$ cat config.mk
export PLATFORM = sky130hd
export DESIGN_NAME = regfile_alu_wb_flat
export DESIGN_NICKNAME = d
export VERILOG_FILES = /design/src/rtl/regfile_alu_wb_if.sv /design/src/rtl/regfile_alu_wb.sv /design/src/flat_wrapper.sv
export SDC_FILE = /design/constraint.sdc
export NUM_CORES = 2
export LEC_CHECK = 0
export CAP_MARGIN = 20
export CORE_UTILIZATION = 57
export CTS_BUF_LIST = sky130_fd_sc_hd__clkbuf_16
export DETAILED_ROUTE_END_ITERATION = 8
export MAX_ROUTING_LAYER = met4
export PLACE_DENSITY = 0.76
export RECOVER_POWER = 50
export SYNTH_ARGS = -nofsm -noshare
export SYNTH_HDL_FRONTEND = slang
export SYNTH_SLANG_ARGS = --single-unit
$ cat constraint.sdc
create_clock -name clk -period 4.24 [get_ports clk]
set_input_delay 0.424 -clock clk [delete_from_list [all_inputs] [get_ports clk]]
set_output_delay 0.424 -clock clk [all_outputs]
set_load 0.01 [all_outputs]
$ cat src/rtl/regfile_alu_wb_if.sv
// Bundles the register-file/ALU/write-back datapath signals between decode and execute.
// Latency: carries only combinational datapath signals; this interface has no state.
// Backpressure: none; decode drives operands every cycle and the datapath always accepts them.
interface regfile_alu_wb_if #(
  parameter int ADDR_WIDTH = 5,
  parameter int DATA_WIDTH = 64,
  parameter int KEY_LEN    = 3
);
  logic                  wen;
  logic [ADDR_WIDTH-1:0] waddr;
  logic [KEY_LEN-1:0]    wsel;
  logic [DATA_WIDTH-1:0] alu_a;
  logic [DATA_WIDTH-1:0] alu_b;
  logic [DATA_WIDTH-1:0] ext_data;
  logic [DATA_WIDTH-1:0] link_data;
  logic [ADDR_WIDTH-1:0] raddr1;
  logic [ADDR_WIDTH-1:0] raddr2;
  logic [ADDR_WIDTH-1:0] raddr3;
  logic [DATA_WIDTH-1:0] rdata1;
  logic [DATA_WIDTH-1:0] rdata2;
  logic [DATA_WIDTH-1:0] rdata3;
  logic [DATA_WIDTH-1:0] alu_sum;
  logic [DATA_WIDTH-1:0] wdata;

  // Decode side: drives indices, operands and the write-back key.
  modport master (
    output wen, waddr, wsel, alu_a, alu_b, ext_data, link_data,
    output raddr1, raddr2, raddr3,
    input  rdata1, rdata2, rdata3, alu_sum, wdata
  );

  // Datapath side: returns read data, the sum and the selected write-back value.
  modport slave (
    input  wen, waddr, wsel, alu_a, alu_b, ext_data, link_data,
    input  raddr1, raddr2, raddr3,
    output rdata1, rdata2, rdata3, alu_sum, wdata
  );
endinterface

$ cat src/rtl/regfile_alu_wb.sv
// RV64 register file (3R/1W, x0 = 0), 64-bit adder and key-matched write-back mux; DBG_REGS_EN adds dbg_regs.
// Latency: reads, sum and wdata are combinational; a write lands on the next rising edge (no bypass).
// Backpressure: none; a write is accepted on every edge with wen=1 and waddr!=0.
module regfile_alu_wb #(
  parameter int ADDR_WIDTH = 5,
  parameter int DATA_WIDTH = 64,
  parameter int KEY_LEN    = 3
) (
  input  logic                 clk,
  input  logic                 rst_n,
  regfile_alu_wb_if.slave      bus
`ifdef DBG_REGS_EN
  ,
  output logic [(2**ADDR_WIDTH)*DATA_WIDTH-1:0] dbg_regs
`endif
);

  localparam int NUM_REGS = 2**ADDR_WIDTH;

  localparam logic [KEY_LEN-1:0] KEY_ALU  = KEY_LEN'(0);
  localparam logic [KEY_LEN-1:0] KEY_EXT  = KEY_LEN'(1);
  localparam logic [KEY_LEN-1:0] KEY_LINK = KEY_LEN'(2);

  logic [DATA_WIDTH-1:0] regs [NUM_REGS];
  logic [DATA_WIDTH-1:0] sum;
  logic [DATA_WIDTH-1:0] wb_val;

  // Wrapping adder; the carry out is intentionally dropped.
  assign sum         = bus.alu_a + bus.alu_b;
  assign bus.alu_sum = sum;

  // Write-back source mux; unknown or unmapped keys fall through to zero rather than propagating X.
  always_comb begin
    wb_val = '0;
    case (bus.wsel)
      KEY_ALU:  wb_val = sum;
      KEY_EXT:  wb_val = bus.ext_data;
      KEY_LINK: wb_val = bus.link_data;
      default:  wb_val = '0;
    endcase
  end

  assign bus.wdata = wb_val;

  // Register state: reset wins over a same-edge write, and writes to x0 are dropped.
  always_ff @(posedge clk) begin
    if (!rst_n) begin
      for (int i = 0; i < NUM_REGS; i++) begin
        regs[i] <= '0;
      end
    end else if (bus.wen && (bus.waddr != '0)) begin
      regs[bus.waddr] <= wb_val;
    end
  end

  // Read ports force x0 to zero so entry 0 never depends on having seen a reset.
  assign bus.rdata1 = (bus.raddr1 == '0) ? '0 : regs[bus.raddr1];
  assign bus.rdata2 = (bus.raddr2 == '0) ? '0 : regs[bus.raddr2];
  assign bus.rdata3 = (bus.raddr3 == '0) ? '0 : regs[bus.raddr3];

`ifdef DBG_REGS_EN
  // Flat mirror of the live registers for the simulator GPR dump.
  for (genvar g = 0; g < NUM_REGS; g++) begin : g_dbg
    if (g == 0) begin : g_zero
      assign dbg_regs[g*DATA_WIDTH +: DATA_WIDTH] = '0;
    end else begin : g_live
      assign dbg_regs[g*DATA_WIDTH +: DATA_WIDTH] = regs[g];
    end
  end
`endif

endmodule

$ cat src/flat_wrapper.sv
// flat-port wrapper written by rule: the top's interface ports become plain ports
module regfile_alu_wb_flat 
#(
  parameter int ADDR_WIDTH = 5,
  parameter int DATA_WIDTH = 64,
  parameter int KEY_LEN    = 3
)
  (clk, rst_n, bus_wen, bus_waddr, bus_wsel, bus_alu_a, bus_alu_b, bus_ext_data, bus_link_data, bus_raddr1, bus_raddr2, bus_raddr3, bus_rdata1, bus_rdata2, bus_rdata3, bus_alu_sum, bus_wdata);
  regfile_alu_wb_if #(.ADDR_WIDTH(ADDR_WIDTH), .DATA_WIDTH(DATA_WIDTH), .KEY_LEN(KEY_LEN)) bus_i ();
  input  logic clk;
  input  logic rst_n;
  input wire logic [$bits(bus_i.wen)-1:0] bus_wen;
  input wire logic [$bits(bus_i.waddr)-1:0] bus_waddr;
  input wire logic [$bits(bus_i.wsel)-1:0] bus_wsel;
  input wire logic [$bits(bus_i.alu_a)-1:0] bus_alu_a;
  input wire logic [$bits(bus_i.alu_b)-1:0] bus_alu_b;
  input wire logic [$bits(bus_i.ext_data)-1:0] bus_ext_data;
  input wire logic [$bits(bus_i.link_data)-1:0] bus_link_data;
  input wire logic [$bits(bus_i.raddr1)-1:0] bus_raddr1;
  input wire logic [$bits(bus_i.raddr2)-1:0] bus_raddr2;
  input wire logic [$bits(bus_i.raddr3)-1:0] bus_raddr3;
  output wire logic [$bits(bus_i.rdata1)-1:0] bus_rdata1;
  output wire logic [$bits(bus_i.rdata2)-1:0] bus_rdata2;
  output wire logic [$bits(bus_i.rdata3)-1:0] bus_rdata3;
  output wire logic [$bits(bus_i.alu_sum)-1:0] bus_alu_sum;
  output wire logic [$bits(bus_i.wdata)-1:0] bus_wdata;
  assign bus_i.wen = bus_wen;
  assign bus_i.waddr = bus_waddr;
  assign bus_i.wsel = bus_wsel;
  assign bus_i.alu_a = bus_alu_a;
  assign bus_i.alu_b = bus_alu_b;
  assign bus_i.ext_data = bus_ext_data;
  assign bus_i.link_data = bus_link_data;
  assign bus_i.raddr1 = bus_raddr1;
  assign bus_i.raddr2 = bus_raddr2;
  assign bus_i.raddr3 = bus_raddr3;
  assign bus_rdata1 = bus_i.rdata1;
  assign bus_rdata2 = bus_i.rdata2;
  assign bus_rdata3 = bus_i.rdata3;
  assign bus_alu_sum = bus_i.alu_sum;
  assign bus_wdata = bus_i.wdata;
  regfile_alu_wb #(.ADDR_WIDTH(ADDR_WIDTH), .DATA_WIDTH(DATA_WIDTH), .KEY_LEN(KEY_LEN)) u_core (.clk(clk), .rst_n(rst_n), .bus(bus_i));
endmodule
==> impl_metrics.tcl <==
set metrics [dict create \
    status "complete, but fails checks" \
    violations "max-capacitance violations, max-slew violations, negative setup slack" \
    rsz0062_at_grt "yes" \
    detail_route.wl_per_cell_um 43.1 \
    area_delta_synth_final_pct 19.6 \
    dpl-instance-area_um2 141000 \
    netlist_top_cells_area "edfxtp_1, mux4_2, nor2_1" \
    regMostFlops "u_core.regs" \
    async_flop_share_pct 0 \
    slew_headroom_pct -127 \
    initial_core_util_pct 57.4 \
    synth_area_leader_cell "edfxtp_1" \
    synth_edf_count 2048 \
    synth_top_area_share_pct 49.3 \
    grt_pass1_vias 96200 \
    vdd_drop_max_v 0.000467 \
    wirelength_mm 527 \
    grt_use_total_pct 49.1 \
    reg_top3 "u_core.regs (2048)" \
    startpoint_type "input port" \
    ant_nets 0 \
    fin_crit_ps 4560 \
    cts_sinks 2048 \
    die_y_um 470 \
    netlist-cell-type-count 74 \
    max_freq_mhz 219 \
    postLayoutCellArea_um2 149000 \
    setup_viol 306 \
    clock_path_buffers 3 \
    fp.dieW_um 470 \
    slew_violations 938 \
    layout.cells.non_filler 12200 \
    hold_depth 3 \
    clkTransAtPathRegs_ps 60 \
    power.total_uw 56500 \
    numPortBuffers 601 \
    clockRootBuffer "clkbuf_16" \
    hp-class "input port to flip-flop" \
    dr.pass1.iters 9 \
    fin_tns_setup_ps -37500 \
    ys_warn_count 0 \
    cts_buffers 211 \
    synth_area_um2 125000 \
    cp_common_cell "nand2_1" \
    synthCells 8263 \
    path_class "input port to flip-flop" \
    dp.cells 11700 \
    leakage_uw 0.0513 \
    critPathTopFamily "simple AND/OR/NAND/NOR gates" \
    crit_cells 7 \
    power_density_nw_per_um2 379 \
    worst-path-buf-inv 3 \
    largest_reg_flops 2048 \
    via_count 97800 \
    cp_cell_sequence "dlygate4sd3_1 > nand2_1 > nor3b_1 > clkbuf_1 > nand2_1 > nand2_1 > clkbuf_2" \
    globalRouteOverflowTotal 0 \
    crit_fanout 23 \
    syn_avg_cell_area_um2 15.1 \
    tightest_slew_ps 3400 \
    finalHoldViolations 0 \
    finalCritPeriodShare_pct 108 \
    drive_gt1_share_pct 36.8 \
    core_um2 217000 \
    drc 0 \
    synth-seq-cells 2048 \
    cts_hold_buffers 0 \
    vias_per_cell 8.01 \
    dp_hpwl_mm 332 \
    routabilityCongestion 1.03 \
    ys_seq_area_share_pct 49.3 \
    drtIter0Drc 20400 \
    die-area_um2 221000 \
    grt_max_degree 70 \
    crit_path_max_incr_delay_ps 1860 \
    timing.final.ws_setup_ps -320 \
    num_rows 171 \
    htree_num_levels 4 \
    grt_antenna_before_repair 27 \
    final_nets 9486 \
    max_cap_violations 39 \
    synth_flop_cell "edfxtp_1" \
    slowest_stage "nand2_1" \
    ios 602 \
    worstPathRequired_ps 4740 \
    cp-end-kind "flip-flop" \
    cts_tree "done" \
    grt_pass1_wl_mm 728 \
    cp.arrival_ps 5060 \
]
[layout make-up]
type / count / area, µm²
flip-flops and latches: 2048 / 61500
multi-input cells: 5304 / 61500
diodes: 41 / 103
clock inverters: 180 / 1610
clock buffers: 214 / 5360
repair buffers: 1535 / 15400
fillers: 14200 / 68200
inverters: 40 / 156
well taps: 2854 / 3570
[where the power goes]
group	switching [µW]	internal, µW	total [µW]	leakage (µW)
sequential	876	23400	24300	0.0195
clock	8480	10700	19200	0.00355
combinational	6960	6070	13000	0.0282
[placed cells by master (no fill, tap or decap), drive strengths merged, types with 41 or more instances in the layout]
master            n
or2              43
nor3            116
nor2           2152
ha               63
clkdlybuf4s50   487
a21oi           171
conb             64
edfxtp         2048
mux2i           205
o21ai            48
clkbuf          289
nand2           180
mux4           1920
clkinv           93
inv              92
buf             899
diode            41
[routing by layer]
layer / up-vias / global-route usage, % / share of wire, %
met2: 11900 / 66.5 / 42
met3: 2925 / 22.8 / 19
met5: - / - / 0
li1: 34800 / - / -
met4: 0 / 34.5 / 9.0
met1: 48200 / 57.9 / 29
[final timing paths]
kind,startpoint,end
worst max-delay path,bus_wen,u_core.regs[13][50]$_SDFFCE_PN0P_
worst min-delay path,bus_wsel[2],u_core.regs[16][19]$_SDFFCE_PN0P_
[stage by stage]
| stage | utilization (%) | setup WS, ps | hold slack (ps) |
|---|---|---|---|
| floorplan | - | 489 | 685 |
| global placement | 65.0 | -1080 | 1240 |
| detailed placement | 65.0 | -921 | 1220 |
| CTS | 68.5 | -78.8 | 295 |
| global route | 68.6 | -59.8 | 472 |
| finish | 68.6 | -320 | 515 |
[worst min-delay path: stages]
cell and delay [ps]:
buf_4 300, o21bai_4 360, nor2_1 150
[what timing repair did]
action | 4_1_cts | 5_1_grt
resized for setup | 220 | 150
pin swaps | 67 | 63
setup endpoints to repair | 85 | 63
setup buffers | 26 | 15
[cells in the mapped netlist, drive strengths merged, types with 4 or more instances]
| library cell | instances |
|---|---|
| a211oi | 5 |
| a21boi | 7 |
| a21o | 38 |
| a21oi | 171 |
| a221oi | 4 |
| a22o | 21 |
| a22oi | 6 |
| a31o | 4 |
| a31oi | 15 |
| and2 | 9 |
| and3 | 18 |
| buf | 232 |
| clkbuf | 702 |
| edfxtp | 2048 |
| ha | 63 |
| inv | 40 |
| mux2 | 9 |
| mux2i | 205 |
| mux4 | 1920 |
| nand2 | 180 |
| nand2b | 5 |
| nand3 | 19 |
| nand4 | 19 |
| nor2 | 2152 |
| nor2b | 5 |
| nor3 | 116 |
| nor3b | 5 |
| nor4 | 8 |
| o211ai | 5 |
| o21a | 10 |
| o21ai | 48 |
| o21bai | 23 |
| o221ai | 4 |
| o31ai | 10 |
| or2 | 43 |
| or3 | 4 |
| or4 | 4 |
| xnor2 | 36 |
| xor2 | 19 |
[kinds of logic (layout without fill, tap and decap cells)]
| kind of cell | count (synthesis) | after routing | synth area share [%] |
|---|---|---|---|
| flip-flops | 2048 | 2048 | 49.3 |
| other | 1 | 105 | 0.00301 |
| AO/OA/AOI/OAI | 390 | 390 | 2.03 |
| XOR/XNOR | 55 | 55 | 0.386 |
| multiplexers | 2134 | 2134 | 36.4 |
| buffers and inverters | 974 | 1969 | 2.99 |
| AND/OR/NAND/NOR | 2597 | 2597 | 8.24 |
| adder cells (fa/ha/maj) | 64 | 64 | 0.648 |
No activity file was read; power rests on OpenSTA's default activity.
